## src/rtl/spi_pkg.sv

```systemverilog
// Shared definitions for the SPI bus bridge: register map, bit positions and
// the byte-transfer state encoding.
package spi_pkg;

  localparam logic [1:0] SPI_REG_DATA   = 2'd0;
  localparam logic [1:0] SPI_REG_STATUS = 2'd1;
  localparam logic [1:0] SPI_REG_CTRL   = 2'd2;
  localparam logic [1:0] SPI_REG_CLKDIV = 2'd3;

  localparam int ST_TX_FULL  = 0;
  localparam int ST_TX_EMPTY = 1;
  localparam int ST_RX_FULL  = 2;
  localparam int ST_RX_EMPTY = 3;
  localparam int ST_BUSY     = 4;
  localparam int ST_RX_OVF   = 5;

  localparam int CTRL_EN      = 0;
  localparam int CTRL_MODE_LO = 1;
  localparam int CTRL_MODE_HI = 2;
  localparam int CTRL_IRQ_RX  = 3;
  localparam int CTRL_IRQ_TXE = 4;
  localparam int CTRL_OVF_CLR = 8;

  typedef enum logic [1:0] {
    IDLE = 2'd0,
    LOAD = 2'd1,
    BUSY = 2'd2
  } spi_xfer_state_t;

endpackage

```

## src/rtl/spi_fifo_bridge_sync_fifo.sv

```systemverilog
// Single-clock FIFO with wrap-bit pointers. A push into a full FIFO is
// accepted when a pop happens in the same cycle.
module sync_fifo #(
  parameter int WIDTH = 8,
  parameter int DEPTH = 8
) (
  input  logic                       clock,
  input  logic                       reset,
  input  logic                       push,
  input  logic [WIDTH-1:0]           wdata,
  input  logic                       pop,
  output logic [WIDTH-1:0]           rdata,
  output logic                       full,
  output logic                       empty,
  output logic [$clog2(DEPTH):0]     count
);

  localparam int AW = $clog2(DEPTH);

  logic [WIDTH-1:0] r_mem [DEPTH];
  logic [AW:0]      r_wr_ptr;
  logic [AW:0]      r_rd_ptr;
  logic             w_do_push;
  logic             w_do_pop;

  assign empty     = (r_wr_ptr == r_rd_ptr);
  assign full      = (r_wr_ptr[AW-1:0] == r_rd_ptr[AW-1:0]) && (r_wr_ptr[AW] != r_rd_ptr[AW]);
  assign count     = r_wr_ptr - r_rd_ptr;
  assign rdata     = r_mem[r_rd_ptr[AW-1:0]];
  assign w_do_pop  = pop & ~empty;
  assign w_do_push = push & (~full | w_do_pop);

  always_ff @(posedge clock) begin
    if (w_do_push) r_mem[r_wr_ptr[AW-1:0]] <= wdata;
  end

  always_ff @(posedge clock or negedge reset) begin
    if (!reset) begin
      r_wr_ptr <= '0;
      r_rd_ptr <= '0;
    end else begin
      if (w_do_push) r_wr_ptr <= r_wr_ptr + 1'b1;
      if (w_do_pop)  r_rd_ptr <= r_rd_ptr + 1'b1;
    end
  end

endmodule

```

## src/rtl/spi_fifo_bridge.sv

```systemverilog
// Memory-mapped front end for the SPI shift engine: config registers, TX/RX
// FIFOs and a byte handshake sequencer keeping one byte outstanding.
module spi_fifo_bridge
  import spi_pkg::*;
#(
  parameter int          FIFO_DEPTH   = 8,
  parameter logic [31:0] CLKDIV_RESET = 32'd4
) (
  input  logic        clock,
  input  logic        reset,
  input  logic [3:0]  bus_addr,
  input  logic [31:0] bus_wdata,
  input  logic        bus_wen,
  input  logic        bus_ren,
  output logic [31:0] bus_rdata,
  output logic        irq,
  output logic [31:0] clkdiv,
  output logic        spi_enable,
  output logic [1:0]  spi_mode,
  output logic [7:0]  spi_data_out,
  output logic        data_out_ready,
  input  logic [7:0]  spi_data_in,
  input  logic        data_in_ready
);

  localparam int CW = $clog2(FIFO_DEPTH) + 1;

  logic            r_enable;
  logic [1:0]      r_mode;
  logic            r_irq_rx_en;
  logic            r_irq_txe_en;
  logic [31:0]     r_clkdiv;
  logic            r_rx_ovf;
  logic [31:0]     r_rdata;
  logic            r_irq;
  spi_xfer_state_t r_state;
  logic [7:0]      r_spi_data_out;
  logic            r_data_out_ready;
  logic            r_din_s1;
  logic            r_din_s2;
  logic            r_din_s3;

  logic [1:0]      w_addr;
  logic            w_tx_push;
  logic            w_tx_pop;
  logic [7:0]      w_tx_head;
  logic            w_tx_full;
  logic            w_tx_empty;
  logic [CW-1:0]   w_tx_count;
  logic            w_rx_push;
  logic            w_rx_pop;
  logic [7:0]      w_rx_head;
  logic            w_rx_full;
  logic            w_rx_empty;
  logic [CW-1:0]   w_rx_count;
  logic            w_byte_done;
  logic            w_rx_drop;
  logic            w_busy;
  logic            w_wr_ctrl;
  logic [31:0]     w_status;
  logic [31:0]     w_rd_word;
  logic            w_unused_ok;

  assign w_addr      = bus_addr[3:2];
  assign w_busy      = (r_state != IDLE);
  assign w_byte_done = r_din_s2 & ~r_din_s3;
  assign w_tx_push   = bus_wen && (w_addr == SPI_REG_DATA) && !w_tx_full;
  assign w_tx_pop    = (r_state == IDLE) && r_enable && !w_tx_empty;
  assign w_rx_pop    = bus_ren && (w_addr == SPI_REG_DATA) && !w_rx_empty;
  // An abort (enable low) takes priority over a completing byte.
  assign w_rx_push   = (r_state == BUSY) && r_enable && w_byte_done;
  assign w_rx_drop   = w_rx_push && w_rx_full && !w_rx_pop;
  assign w_wr_ctrl   = bus_wen && (w_addr == SPI_REG_CTRL);
  assign w_unused_ok = &{1'b0, bus_addr[1:0], w_tx_count, w_rx_count};

  sync_fifo #(.WIDTH(8), .DEPTH(FIFO_DEPTH)) u_tx_fifo (
    .clock (clock),
    .reset (reset),
    .push  (w_tx_push),
    .wdata (bus_wdata[7:0]),
    .pop   (w_tx_pop),
    .rdata (w_tx_head),
    .full  (w_tx_full),
    .empty (w_tx_empty),
    .count (w_tx_count)
  );

  sync_fifo #(.WIDTH(8), .DEPTH(FIFO_DEPTH)) u_rx_fifo (
    .clock (clock),
    .reset (reset),
    .push  (w_rx_push),
    .wdata (spi_data_in),
    .pop   (w_rx_pop),
    .rdata (w_rx_head),
    .full  (w_rx_full),
    .empty (w_rx_empty),
    .count (w_rx_count)
  );

  always_comb begin
    w_status              = '0;
    w_status[ST_TX_FULL]  = w_tx_full;
    w_status[ST_TX_EMPTY] = w_tx_empty;
    w_status[ST_RX_FULL]  = w_rx_full;
    w_status[ST_RX_EMPTY] = w_rx_empty;
    w_status[ST_BUSY]     = w_busy;
    w_status[ST_RX_OVF]   = r_rx_ovf;
  end

  always_comb begin
    w_rd_word = '0;
    case (w_addr)
      SPI_REG_DATA:   w_rd_word = w_rx_empty ? 32'd0 : {24'd0, w_rx_head};
      SPI_REG_STATUS: w_rd_word = w_status;
      SPI_REG_CTRL:   w_rd_word = {27'd0, r_irq_txe_en, r_irq_rx_en, r_mode, r_enable};
      default:        w_rd_word = r_clkdiv;
    endcase
  end

  always_ff @(posedge clock or negedge reset) begin
    if (!reset) begin
      r_enable     <= 1'b0;
      r_mode       <= 2'd0;
      r_irq_rx_en  <= 1'b0;
      r_irq_txe_en <= 1'b0;
      r_clkdiv     <= CLKDIV_RESET;
      r_rx_ovf     <= 1'b0;
      r_rdata      <= 32'd0;
      r_irq        <= 1'b0;
      r_din_s1     <= 1'b0;
      r_din_s2     <= 1'b0;
      r_din_s3     <= 1'b0;
    end else begin
      r_din_s1 <= data_in_ready;
      r_din_s2 <= r_din_s1;
      r_din_s3 <= r_din_s2;
      if (w_wr_ctrl) begin
        r_enable     <= bus_wdata[CTRL_EN];
        r_mode       <= bus_wdata[CTRL_MODE_HI:CTRL_MODE_LO];
        r_irq_rx_en  <= bus_wdata[CTRL_IRQ_RX];
        r_irq_txe_en <= bus_wdata[CTRL_IRQ_TXE];
      end
      if (bus_wen && (w_addr == SPI_REG_CLKDIV)) r_clkdiv <= bus_wdata;
      // A fresh overflow wins over a clear landing in the same cycle.
      if (w_rx_drop)                                r_rx_ovf <= 1'b1;
      else if (w_wr_ctrl && bus_wdata[CTRL_OVF_CLR]) r_rx_ovf <= 1'b0;
      if (bus_ren) r_rdata <= w_rd_word;
      r_irq <= (r_irq_rx_en & ~w_rx_empty) | (r_irq_txe_en & w_tx_empty & ~w_busy);
    end
  end

  always_ff @(posedge clock or negedge reset) begin
    if (!reset) begin
      r_state          <= IDLE;
      r_spi_data_out   <= 8'd0;
      r_data_out_ready <= 1'b0;
    end else begin
      case (r_state)
        IDLE: begin
          r_data_out_ready <= 1'b0;
          if (w_tx_pop) begin
            r_spi_data_out   <= w_tx_head;
            r_data_out_ready <= 1'b1;
            r_state          <= LOAD;
          end
        end
        LOAD: begin
          r_data_out_ready <= 1'b0;
          r_state          <= BUSY;
        end
        BUSY: begin
          r_data_out_ready <= 1'b0;
          if (!r_enable || w_byte_done) r_state <= IDLE;
        end
        default: begin
          r_data_out_ready <= 1'b0;
          r_state          <= IDLE;
        end
      endcase
    end
  end

  assign bus_rdata      = r_rdata;
  assign irq            = r_irq;
  assign clkdiv         = r_clkdiv;
  assign spi_enable     = r_enable;
  assign spi_mode       = r_mode;
  assign spi_data_out   = r_spi_data_out;
  assign data_out_ready = r_data_out_ready;

endmodule

```

## config.mk

```make
export PLATFORM = sky130hd
export DESIGN_NAME = spi_fifo_bridge
export DESIGN_NICKNAME = d
export VERILOG_FILES = /design/src/rtl/spi_pkg.sv /design/src/rtl/spi_fifo_bridge_sync_fifo.sv /design/src/rtl/spi_fifo_bridge.sv
export SDC_FILE = /design/constraint.sdc
export NUM_CORES = 1
export LEC_CHECK = 0
export ABC_AREA = 1
export CELL_PAD_IN_SITES_DETAIL_PLACEMENT = 1
export CELL_PAD_IN_SITES_GLOBAL_PLACEMENT = 1
export CORE_MARGIN = 4
export CORE_UTILIZATION = 47
export CTS_CLUSTER_DIAMETER = 60
export CTS_CLUSTER_SIZE = 20
export DETAILED_ROUTE_END_ITERATION = 6
export PLACE_DENSITY = 0.82
export SKIP_LAST_GASP = 1
export SYNTH_ARGS = -nofsm -noshare
export SYNTH_HDL_FRONTEND = slang
export SYNTH_SLANG_ARGS = --single-unit
```

## constraint.sdc

```tcl
create_clock -name clock -period 4.1 [get_ports clock]
set_clock_uncertainty 0.05 [all_clocks]
set_input_delay 0.41 -clock clock [delete_from_list [all_inputs] [get_ports clock]]
set_output_delay 0.41 -clock clock [all_outputs]
set_load 0.05 [all_outputs]
```

Yosys cells after proc, flatten, opt, wreduce, memory -nomap -nowiden
Memory sizes are Yosys's and may differ from the RTL's. A register that Yosys moved wholly into a read port is not among the register bits.
Cells that the tools add are included.
- bits in registers: 93
- bits in writable memories: 128
- logic and storage cells: 94
- memories: 2
- $add $sub $neg: 4
- equal/unequal tests: 13
- mux-type cells: 13
- bitwise operators: 17
- reductions and logical operators: 28
- memory list (memory ; depth ; width ; read ports ; clocked after Yosys merged registers in ; wr ports ; RTL line ; RTL):
    u_rx_fifo.r_mem ; 8 ; 8 ; 1 ; 0 ; 1 ; spi_fifo_bridge_sync_fifo.sv:20 ; logic [WIDTH-1:0] r_mem [DEPTH];
    u_tx_fifo.r_mem ; 8 ; 8 ; 1 ; 1 ; 1 ; spi_fifo_bridge_sync_fifo.sv:20 ;
- operators by type and width (kind ; number):
    $pmux 32 s3 ; 1
    $add 4x1->4 const B ; 4
    $logic_and 1x1->1 ; 15
    $and 1x1->1 ; 8
    $eq 4x4->1 ; 2
    $mux 1 ; 8
    $mux 8 ; 1
    $eq 2x2->1 const B ; 3
    $eq 3x3->1 ; 2
    $logic_not 1->1 ; 6
    $not 1->1 ; 6
    $pmux 2 s3 ; 1
    $eq 2x1->1 const B ; 2
    $logic_not 2->1 ; 2
    $mux 2 ; 2
    $ne 2x1->1 const B ; 2
    $reduce_and 2->1 ; 2
    $reduce_bool 2->1 ; 2
    $or 1x1->1 ; 3
    $ne 1x1->1 ; 2
    $logic_or 1x1->1 ; 1

Depth between registers and ports, before layout
Gate-level depths: netlist of run 1.
- depth in word-level cells: 8
- depth in mapped cells: 13
- depth with buffers taken out: 11

Hierarchy
Synthesis of run 1 repeated with hierarchy kept, for this count alone.
- cells, all modules: 998
- area total of the unflattened synthesis: 9923.3 um^2
- modules (own cells, without submodules) (module ; times used ; cells an instance ; area an instance (um^2)):
    spi_fifo_bridge ; 1 ; 388 ; 3433.3
    sync_fifo (u_tx_fifo) ; 1 ; 304 ; 3248.1
    sync_fifo (u_rx_fifo) ; 1 ; 306 ; 3241.9

Least setup slack after synthesis of run 1
Ideal clock, no wire load.
- path type: register to register
- from: reg r_enable (netlist: spi_enable)
- to: mem u_rx_fifo.r_mem[1][0] (enable)
- arrival time: 1.638 ns
- required time: 3.680 ns
- path slack: 2.042 ns
- stages on the path, launching flop included: 5
- path buffers: 0
- period minus slack after synthesis: 2.058 ns
- path through: dfrtp_1 > nand2_1 > nor2_2 > nand3_2 > nor2_1
- cells in the longest elaborated chain, start to end: 5
- RTL lines (item ; RTL line ; RTL):
    start, declared ; spi_fifo_bridge.sv:28 ; logic r_enable;
    start signal, assigned ; spi_fifo_bridge.sv:138 ; r_enable <= bus_wdata[CTRL_EN];
    $logic_and 1x1->1 (2 in series) ; spi_fifo_bridge.sv:71 ; assign w_rx_push = (r_state == BUSY) && r_enable && w_byte_done;
    $and 1x1->1 ; spi_fifo_bridge_sync_fifo.sv:31 ; assign w_do_push = push & (~full | w_do_pop);
    $mux 1 ; spi_fifo_bridge_sync_fifo.sv:34 ; if (w_do_push) r_mem[r_wr_ptr[AW-1:0]] <= wdata;
    $mux 1 (not written as such) ; spi_fifo_bridge_sync_fifo.sv:34 ;
    end, declared ; spi_fifo_bridge_sync_fifo.sv:20 ;
No other way between the ends.

Final worst setup path of run 1
- from: reg u_rx_fifo.r_rd_ptr[0]
- to: mem u_rx_fifo.r_mem[5][3] (enable)
- cells in the longest elaborated chain, start to end: 8
- elaborated cells between the ends (all ways): 12
- classes of those cells: eq/ne (2); mux (2); bitwise (5); reduce/logical (3)
- RTL lines (item ; RTL line ; RTL):
    start, declared ; spi_fifo_bridge_sync_fifo.sv:22 ; logic [AW:0] r_rd_ptr;
    start signal, assigned ; spi_fifo_bridge_sync_fifo.sv:43 ; if (w_do_pop) r_rd_ptr <= r_rd_ptr + 1'b1;
    $eq 4x4->1 ; spi_fifo_bridge_sync_fifo.sv:26 ; assign empty = (r_wr_ptr == r_rd_ptr);
    $logic_not 1->1 ; spi_fifo_bridge.sv:69 ; assign w_rx_pop = bus_ren && (w_addr == SPI_REG_DATA) && !w_rx_empty;
    $logic_and 1x1->1 ; spi_fifo_bridge.sv:69 ;
    $and 1x1->1 ; spi_fifo_bridge_sync_fifo.sv:30 ; assign w_do_pop = pop & ~empty;
    $or 1x1->1 * ; spi_fifo_bridge_sync_fifo.sv:31 ;
    $and 1x1->1 * ; spi_fifo_bridge_sync_fifo.sv:31 ;
    $mux 1 * ; spi_fifo_bridge_sync_fifo.sv:34 ;
    $mux 1 (not written as such) * ; spi_fifo_bridge_sync_fifo.sv:34 ;
Mark *: on every way between the ends. The rest lies on a longest branch, timed or not.

==> flow_metrics.tcl, run 1 <==
set metrics [dict create \
    period_minus_slack_ps 2950 \
    critical_path_required_ps 4170 \
    ys_seq_area_share_pct 66.1 \
    switchingPower_uw 2900 \
    n_fill_cell 2147 \
    die_area_sq_um 22900 \
    hold_buffers 0 \
    switching_share_pct 39.6 \
    yosys.area.top_type "edfxtp_1" \
    synth_ff_type "edfxtp_1" \
    rr_startpoint "u_rx_fifo.r_rd_ptr[0]" \
    grt_pass1_vias 7159 \
    antenna_left 0 \
    maxCapViolations 0 \
    rsz0062_at_grt "false" \
    synth.net_count 972 \
    clk_latency_ps 490 \
    relSlewSlack_pct 30.1 \
    postCtsResizedCells 0 \
    worstSetupEndpointType "flip-flop" \
    start_util_pct 47.7 \
    firstDrtPassIters 4 \
    worstRegToRegCells 9 \
    crit_path_start_kind "flip-flop" \
    ys_warn_count 0 \
    clock_sinks 229 \
    final_area_sq_um 11600 \
    die_w_um 151 \
    drt_iter0_markers 346 \
    via_per_inst 5.22 \
    grt_usage_pct 22.1 \
    fp-row-count 52 \
    wl_per_cell_um 19.1 \
    ys_ff_latch 229 \
    antenna_found_initial 1 \
    htree_num_levels 1 \
    hold_viol_final 0 \
    slew_violations 0 \
    setup_violations 0 \
    p_leak_uw 0.00484 \
    synthArstFlopShare_pct 44.1 \
    syn_area_sq_um 9640 \
    synth_top_area_share_pct 39.9 \
    r2r-end "u_rx_fifo.r_mem[5][3]" \
    crit_start "u_rx_fifo.r_rd_ptr[0]" \
    clkTransAtPathRegs_ps 80 \
    cellPowerDensity_nw_per_um2 629 \
    drive_gt1_share_pct 7.21 \
    num_vias 6836 \
    fin_crit_sh_pct 72.0 \
    die_y_um 151 \
    critPathKind "flip-flop to flip-flop" \
    synth_edf_count 128 \
    clock_power_share_pct 24.6 \
    syn_to_final_growth_pct 20.6 \
    synth_cell_types 34 \
    power_frac_seq_pct 41.1 \
    tightest_slew_ps 1050 \
    wl_um 25100 \
    synth_area_per_cell_sq_um 10.5 \
    clk_path_buf_depth 3 \
    ir_drop_uv 360 \
    pin_count 126 \
    post-route-drc-count 0 \
    status "completed" \
    critical_path_arrival_ps 3020 \
    crit_path_max_fanout 22 \
    rrSetupSlack_ps 1150 \
    postCtsSetupBuffers 0 \
    cts_made_buffers 18 \
    dp_hpwl_um 17400 \
    layout.nets 1081 \
    fin_util_pct 57.5 \
    gp_congestion 0.777 \
    yosys-top-cells-area "edfxtp_1 (40%), dfrtp_1 (26%), nand2_1 (12%)" \
    grt_pass1_wl_um 39100 \
    n_antenna_cell 0 \
    setup_tns_ps 0 \
    cts_root_buffer "clkbuf_16" \
    design.core.area_sq_um 20200 \
    cts_tree "done" \
    final_common_cell "nand2_1" \
    hp-class "primary input to asynchronous set/reset pin" \
    grt_overflow 0 \
    grt_max_degree 81 \
    p_int_uw 4420 \
    layout_common_cells "nand2_1 (313), edfxtp_1 (128), clkdlybuf4s50_1 (122)" \
    synth_cells 919 \
    portBuffers 123 \
    p_comb_share_pct 34.3 \
    dpl_cell_area_sq_um 11000 \
    max_freq_mhz 339 \
]
layout make-up:
| type | count | area (sq um) | area share, % |
|---|---|---|---|
| Tap cell | 270 | 338 | 2.90 |
| Inverter | 60 | 231 | 1.99 |
| Clock inverter | 11 | 124 | 1.06 |
| Clock buffer | 21 | 483 | 4.15 |
| Sequential cell | 229 | 6370 | 54.8 |
| Timing Repair Buffer | 132 | 1300 | 11.1 |
| Multi-Input combinational cell | 587 | 2790 | 24.0 |
worst max path at each step:
stage / end / slack, ps / cells past startpoint
finish: u_rx_fifo.r_mem[5][3] / 1150 / 9
CTS: u_rx_fifo.r_mem[5][3] / 1100 / 9
detailed placement: u_rx_fifo.r_mem[5][2] / 980 / 6
global placement: clkdiv[12] / 1090 / 5
global route: u_rx_fifo.r_mem[5][3] / 920 / 9
floorplan: u_rx_fifo.r_mem[1][0] / 2040 / 4
critical path, stage by stage, from the launching register on:
cell and delay [ps]:
dfrtp_1 680, clkinv_2 330, nand2_1 100, nand2_1 120, inv_1 60, nand2_2 70, nor2_4 70, o21ai_4 280
nand3_2 150, nor2_1 640
metal layers:
| metal | share of wire (%) | GRT usage [%] |
|---|---|---|
| met1 | 40 | 28.0 |
| met2 | 54 | 39.8 |
| met3 | 3.5 | 3.29 |
| met4 | 2.3 | 5.30 |
| met5 | 0.052 | 0 |
cell usage after synthesis, types with 2 or more instances:
cell	number
o22ai_1	20
nand3_1	27
ha_1	4
o21ai_0	78
xnor2_1	3
nor2_2	10
nor2_1	68
o21ai_1	9
nor2_4	2
dfrtp_1	100
buf_4	6
a21oi_1	6
mux2_1	25
xor2_1	6
buf_2	17
inv_2	10
nand2_2	6
nand3_2	2
buf_6	6
nand4_1	2
nand2_1	313
clkbuf_1	13
edfxtp_1	128
inv_1	48
metrics by stage:
stage / power, uW / setup slack (ps) / hold slack [ps] / cells
after detailed placement: 5560 / 982 / 286 / 1278
after CTS: 7380 / 1100 / 89.2 / 1310
after floorplan: 4720 / 2040 / 64.4 / 919
after global placement: 5460 / 1090 / 283 / 1278
final: 7310 / 1150 / 32.1 / 1310
after global routing: 7750 / 920 / 101 / 1310
power by group through the flow:
stage	sequential, uW	clock, uW	combinational [uW]
2_1_floorplan	3400	0	1310
3_3_place_gp	3040	0	2420
3_5_place_dp	3060	0	2510
4_1_cts	3010	1830	2540
5_1_grt	3060	1930	2760
6_report	3010	1800	2510
cells by family (layout without fill, tap and decap cells):
group,count (synthesis),after routing,synth area share (%)
buffers and inverters,103,224,5.00
xor gates and xnor gates,9,9,0.818
muxes,25,25,2.92
AOI/OAI and AO/OA,116,116,6.46
and+or+nand+nor,433,433,18.2
adders and majority gates,4,4,0.519
DFF,229,229,66.1
registers in the layout, summed over array words and instances, names as in the netlist, 2 cells and up:
register,count
u_rx_fifo.r_wr_ptr,4
bus_rdata,32
u_rx_fifo.r_mem,64
u_rx_fifo.r_rd_ptr,4
u_tx_fifo.r_wr_ptr,4
spi_mode,2
u_tx_fifo.r_rd_ptr,4
r_state,2
u_tx_fifo.r_mem,64
spi_data_out,8
clkdiv,32
Power figures use the tool's default switching activity.
==> run 2: changes to the inputs <==
--- a/config.mk
+++ b/config.mk
@@ -9,11 +9,11 @@
 export CELL_PAD_IN_SITES_DETAIL_PLACEMENT = 1
 export CELL_PAD_IN_SITES_GLOBAL_PLACEMENT = 1
 export CORE_MARGIN = 4
-export CORE_UTILIZATION = 47
+export CORE_UTILIZATION = 39
 export CTS_CLUSTER_DIAMETER = 60
 export CTS_CLUSTER_SIZE = 20
 export DETAILED_ROUTE_END_ITERATION = 6
-export PLACE_DENSITY = 0.82
+export PLACE_DENSITY = 0.73
 export SKIP_LAST_GASP = 1
 export SYNTH_ARGS = -nofsm -noshare
 export SYNTH_HDL_FRONTEND = slang
==> constraint.sdc (replaced) <==
create_clock -name clock -period 2.7 [get_ports clock]
set_clock_uncertainty 0.05 [all_clocks]
set_input_delay 0.27 -clock clock [delete_from_list [all_inputs] [get_ports clock]]
set_output_delay 0.27 -clock clock [all_outputs]
set_load 0.05 [all_outputs]
==> run 2 against run 1 <==
Compared with the run above: wire length up 1.2%; sequential cell count unchanged; total power up 58%; largest cell class unchanged; highest routed layer unchanged.
==> flow_metrics.tcl, run 2 (synthesis results as in run 1) <==
set metrics [dict create \
    crit_path_start_kind "flip-flop" \
    cts_tree "done" \
    slew_violations 0 \
    p_int_uw 7110 \
    die_w_um 165 \
    worstPathCellList "inv_2 -> nand2_1 -> nand2_1 -> inv_1 -> nand3_1 -> nand3_1 -> inv_2 -> nand2_1 -> nor2_1 -> buf_4" \
    maxCapViolations 0 \
    final_common_cell "nand2_1" \
    clock_sinks 229 \
    max_freq_mhz 435 \
    num_vias 6889 \
    via_per_inst 4.94 \
    setup_violations 0 \
    grt_pass1_wl_um 40000 \
    worstSetupEndpointType "flip-flop" \
    layout_common_cells "nand2_1 (313), edfxtp_1 (128), clkdlybuf4s50_1 (122)" \
    critPathKind "flip-flop to flip-flop" \
    cpMaxStageDelayCell "dfrtp_1" \
    post-route-drc-count 0 \
    tightest_slew_ps 845 \
    crit_buf_inv 4 \
    grt_usage_pct 18.8 \
    antenna_left 0 \
    crit_path_max_incr_delay_ps 560 \
    clk_latency_ps 510 \
    rsz0062_at_grt "false" \
    power_frac_seq_pct 38.4 \
    power_uw 11600 \
    fin_crit_sh_pct 85.2 \
    cellPowerDensity_nw_per_um2 962 \
    grt_overflow 0 \
    wl_um 25400 \
    crit_family "simple AND/OR/NAND/NOR gates" \
    switching_share_pct 38.6 \
    ir_drop_uv 658 \
    portBuffers 123 \
    n_fill_cell 2641 \
    gp_congestion 0.869 \
    crit_top_cell "nand2_1" \
    postCtsSetupBuffers 0 \
    cts_root_buffer "clkbuf_16" \
    critical_path_arrival_ps 2460 \
    period_minus_slack_ps 2300 \
    wl_per_cell_um 18.2 \
    antenna_found_initial 1 \
    layout.nets 1108 \
    hold_viol_final 0 \
    drt_iter0_markers 424 \
    syn_to_final_growth_pct 24.8 \
    switchingPower_uw 4460 \
    p_comb_share_pct 34.3 \
    rrSetupSlack_ps 400 \
    fp-row-count 57 \
    pin_count 126 \
    cts_made_buffers 21 \
    grt_pass1_vias 7216 \
    die_area_sq_um 27300 \
    dp_hpwl_um 17900 \
    drive_gt1_share_pct 9.73 \
    relSlewSlack_pct 43.5 \
    setup_tns_ps 0 \
    clkTransAtPathRegs_ps 80 \
    firstDrtPassIters 5 \
    clk_path_buf_depth 3 \
    die_y_um 165 \
    hp-class "primary input to flip-flop" \
    design.core.area_sq_um 24300 \
    start_util_pct 39.6 \
    crit_path_max_fanout 12 \
    status "completed" \
    htree_num_levels 1 \
    critical_path_required_ps 2860 \
    p_leak_uw 0.00505 \
    grt_max_degree 53 \
    clock_power_share_pct 27.3 \
]
[run 2: cell count changes in the layout (fill, tap and decap cells not counted), sizes merged]
cell,change
buf,+23
inv,+5
clkinvlp,-3
clkbuf,+2
bufinv,+1
diode,+1
dlygate4sd3,+1
[run 2: worst register-to-register path, cell delays in order (launching register included)]
cell     delay, ps
dfrtp_1        560
inv_2          250
nand2_1         70
nand2_1         90
inv_1           60
nand3_1        100
nand3_1        240
inv_2          180
nand2_1        100
nor2_1         110
buf_4          200
[run 2: final timing paths]
| check | cells after the start | endpoint | start |
|---|---|---|---|
| max in group asynchronous | 3 | clkdiv[30] | reset |
| min in group asynchronous | 2 | spi_data_out[4] | reset |
| worst min register to register | 0 | r_din_s2 | r_din_s1 |
| worst max-delay path | 10 | u_tx_fifo.r_mem[3][0] | u_tx_fifo.r_rd_ptr[2] |
| worst max register to register | 10 | u_tx_fifo.r_mem[3][0] | u_tx_fifo.r_rd_ptr[2] |
| worst min-delay path | 1 | r_din_s1 | data_in_ready |
[run 2: metrics by stage]
step / instance area, sq um / utilization, % / hold WS [ps] / std cells / setup WS, ps
global route: 12000 / 49.5 / 151 / 1393 / 190
floorplan: 9640 / - / -75.6 / 919 / 642
CTS: 12000 / 49.5 / 139 / 1393 / 380
detailed placement: 11300 / 46.4 / 194 / 1355 / 272
global placement: 11300 / 46.4 / 187 / 1355 / 301
finish: 12000 / 49.5 / 155 / 1394 / 399
[run 2: repair_timing]
item	CTS	global route
hold buffers	1	0
gates resized for setup	0	0
endpoints found under the hold margin	26	0
[run 2: area by class of cell]
class	instances	area, sq um	share of cell area [%]
inverter	60	231	1.92
sequential	229	6370	52.9
tap	324	405	3.37
antenna	1	2.50	0.0208
clock buffer	23	564	4.69
timing repair buffer	156	1490	12.4
multi-input combinational	587	2790	23.2
clock inverter	14	180	1.50
[run 2: routing by layer]
layer | global-route usage, % | part of all wire, % | routed length [um] | vias to the layer above
li1 | - | - | - | 3301
met1 | 24.0 | 42 | 10700 | 3418
met2 | 33.3 | 52 | 13100 | 124
met3 | 2.63 | 3.5 | 881 | 44
met4 | 5.75 | 2.8 | 701 | 2
met5 | 0 | 0.079 | 20 | -
[run 2: power by group through the flow]
stage | combinational, uW | clock (uW) | sequential, uW
finish | 3970 | 3160 | 4450
global route | 4390 | 3390 | 4500
CTS | 4030 | 3240 | 4450
detailed placement | 4000 | 0 | 4520
global placement | 3920 | 0 | 4500
floorplan | 1990 | 0 | 5170
==> run 3: changes to the inputs <==
--- a/config.mk
+++ b/config.mk
@@ -9,11 +9,11 @@
 export CELL_PAD_IN_SITES_DETAIL_PLACEMENT = 1
 export CELL_PAD_IN_SITES_GLOBAL_PLACEMENT = 1
 export CORE_MARGIN = 4
-export CORE_UTILIZATION = 39
+export CORE_UTILIZATION = 25
 export CTS_CLUSTER_DIAMETER = 60
 export CTS_CLUSTER_SIZE = 20
 export DETAILED_ROUTE_END_ITERATION = 6
-export PLACE_DENSITY = 0.73
+export PLACE_DENSITY = 0.5
 export SKIP_LAST_GASP = 1
 export SYNTH_ARGS = -nofsm -noshare
 export SYNTH_HDL_FRONTEND = slang
==> run 3 against run 2 <==
Compared with the run above: clock power grew 29%; sequential power is essentially flat; count of clock-buffer cells in the layout grew 6; die area grew 53%; maximum frequency shrank 1.1%; core utilization shrank 16 points; setup slack lost 25 ps; critical endpoint is now spi_enable; total power grew 8.8%.
==> flow_metrics.tcl, run 3 (synthesis results as in run 1) <==
set metrics [dict create \
    status "completed" \
    post-route-drc-count 0 \
    grt_pass1_vias 7207 \
    design.core.area_sq_um 37800 \
    fp-row-count 71 \
    setup_tns_ps 0 \
    dpl_cell_area_sq_um 11600 \
    cellPowerDensity_nw_per_um2 996 \
    slew_violations 0 \
    critical_path_arrival_ps 2010 \
    layout.nets 1124 \
    crit_path_start_kind "flip-flop" \
    critPathKind "flip-flop to output pin" \
    crit_path_max_incr_delay_ps 940 \
    n_antenna_cell 0 \
    n_fill_cell 4311 \
    place_ws_ps 211 \
    cts_tree "done" \
    fin_crit_sh_pct 86.1 \
    antenna_left 0 \
    die_w_um 204 \
    gp_congestion 0.732 \
    holdPathEnd "r_din_s1" \
    antenna_found_initial 0 \
    cts_root_buffer "clkbuf_16" \
    grt_overflow 0 \
    worstSetupEndpointType "output pin" \
    firstDrtPassIters 4 \
    maxCapViolations 0 \
    rr_startpoint "u_rx_fifo.r_rd_ptr[2]" \
    hp-class "primary input to flip-flop" \
    syn_to_final_growth_pct 31.1 \
    die_y_um 204 \
    top_usage_layer "met2" \
    pin_count 126 \
    grt_util_met2_pct 22.3 \
    critical_path_required_ps 2380 \
    crit_path_max_fanout 6 \
    clock_sinks 229 \
    layout_common_cells "nand2_1 (313), edfxtp_1 (128), clkdlybuf4s50_1 (122)" \
    p_leak_uw 0.00522 \
    hp-start "data_in_ready" \
    grt_pass1_wl_um 44200 \
    clk_latency_ps 560 \
    setup_ws_ps 374 \
    met3_usage_pct 1.94 \
    grt_usage_pct 13.5 \
    dp_hpwl_um 19500 \
    relSlewSlack_pct 58.9 \
    r2r-end "u_rx_fifo.r_mem[6][3]" \
    wl_um 28600 \
    period_minus_slack_ps 2330 \
    setup_violations 0 \
    start_util_pct 25.5 \
    via_per_inst 4.28 \
    rsz0062_at_grt "false" \
    drive_gt1_share_pct 11.9 \
    crit_buf_inv 1 \
    die_area_sq_um 41800 \
    clkTransAtPathRegs_ps 70 \
    num_vias 6862 \
    final_area_sq_um 12600 \
    final_common_cell "nand2_1" \
    crit_family "buffers and inverters" \
    hold_viol_final 0 \
    register_area_sq_um 6370 \
    portBuffers 123 \
    holdPathStages 1 \
    tightest_slew_ps 614 \
    clk_path_buf_depth 3 \
    cpMaxStageDelayCell "clkdlybuf4s50_1" \
    rrSetupSlack_ps 460 \
    ir_drop_uv 493 \
    cts_made_buffers 28 \
    multiInputGateArea_sq_um 2790 \
    grt_max_degree 40 \
    htree_num_levels 1 \
    drt_iter0_markers 338 \
    worstPathCellList "clkdlybuf4s50_1" \
    grt_util_met1_pct 18.9 \
    max_freq_mhz 430 \
    worstRegToRegCells 8 \
    wl_per_cell_um 17.8 \
]
==> run 3: cell type report <==
type / instances / share of cell area, %
clock buffers: 29 / 5.65
clock inverters: 23 / 2.62
inverters: 60 / 1.83
multi-input cells: 587 / 22.1
flip-flops and latches: 229 / 50.4
well taps: 511 / 5.06
repair buffers: 165 / 12.3
==> run 3: repair_timing <==
action / 4_1_cts / 5_1_grt
buffers inserted: 0 / 0
gates resized for setup: 0 / 0
hold endpoints to repair: 36 / 0
hold buffers: 1 / 0
==> run 3: metal layers <==
metal,wire length [um],up-vias
li1,-,3333
met1,13300,3391
met2,13700,101
met3,1030,37
met4,479,0
met5,0,-
==> run 3: worst max-delay path by stage <==
stage                          start                    end  slack, ps  cells past startpoint
2_1_floorplan             spi_enable  u_rx_fifo.r_mem[1][0]        640                      4
3_3_place_gp             bus_addr[2]  u_rx_fifo.r_mem[6][1]        270                      6
3_5_place_dp             bus_addr[2]  u_rx_fifo.r_mem[6][6]        210                      6
4_1_cts                   spi_enable             spi_enable        340                      1
5_1_grt        u_rx_fifo.r_rd_ptr[2]  u_rx_fifo.r_mem[6][3]        270                      8
6_report                  spi_enable             spi_enable        370                      1
==> run 3: per-stage QoR <==
stage                     util (%)  hold WS [ps]  total power, uW  cells
final                         33.4          95.0            12600   1604
after floorplan                  -         -75.6             7160    919
after detailed placement      30.6           253             8690   1551
after CTS                     33.4          69.7            12800   1604
after global placement        30.6           250             8670   1551
after global routing          33.4          75.4            13400   1604
==> run 3: power by group <==
part	total (uW)	switching (uW)	internal (uW)
clock network	4070	1810	2260
logic	4070	2800	1270
registers	4450	360	4090
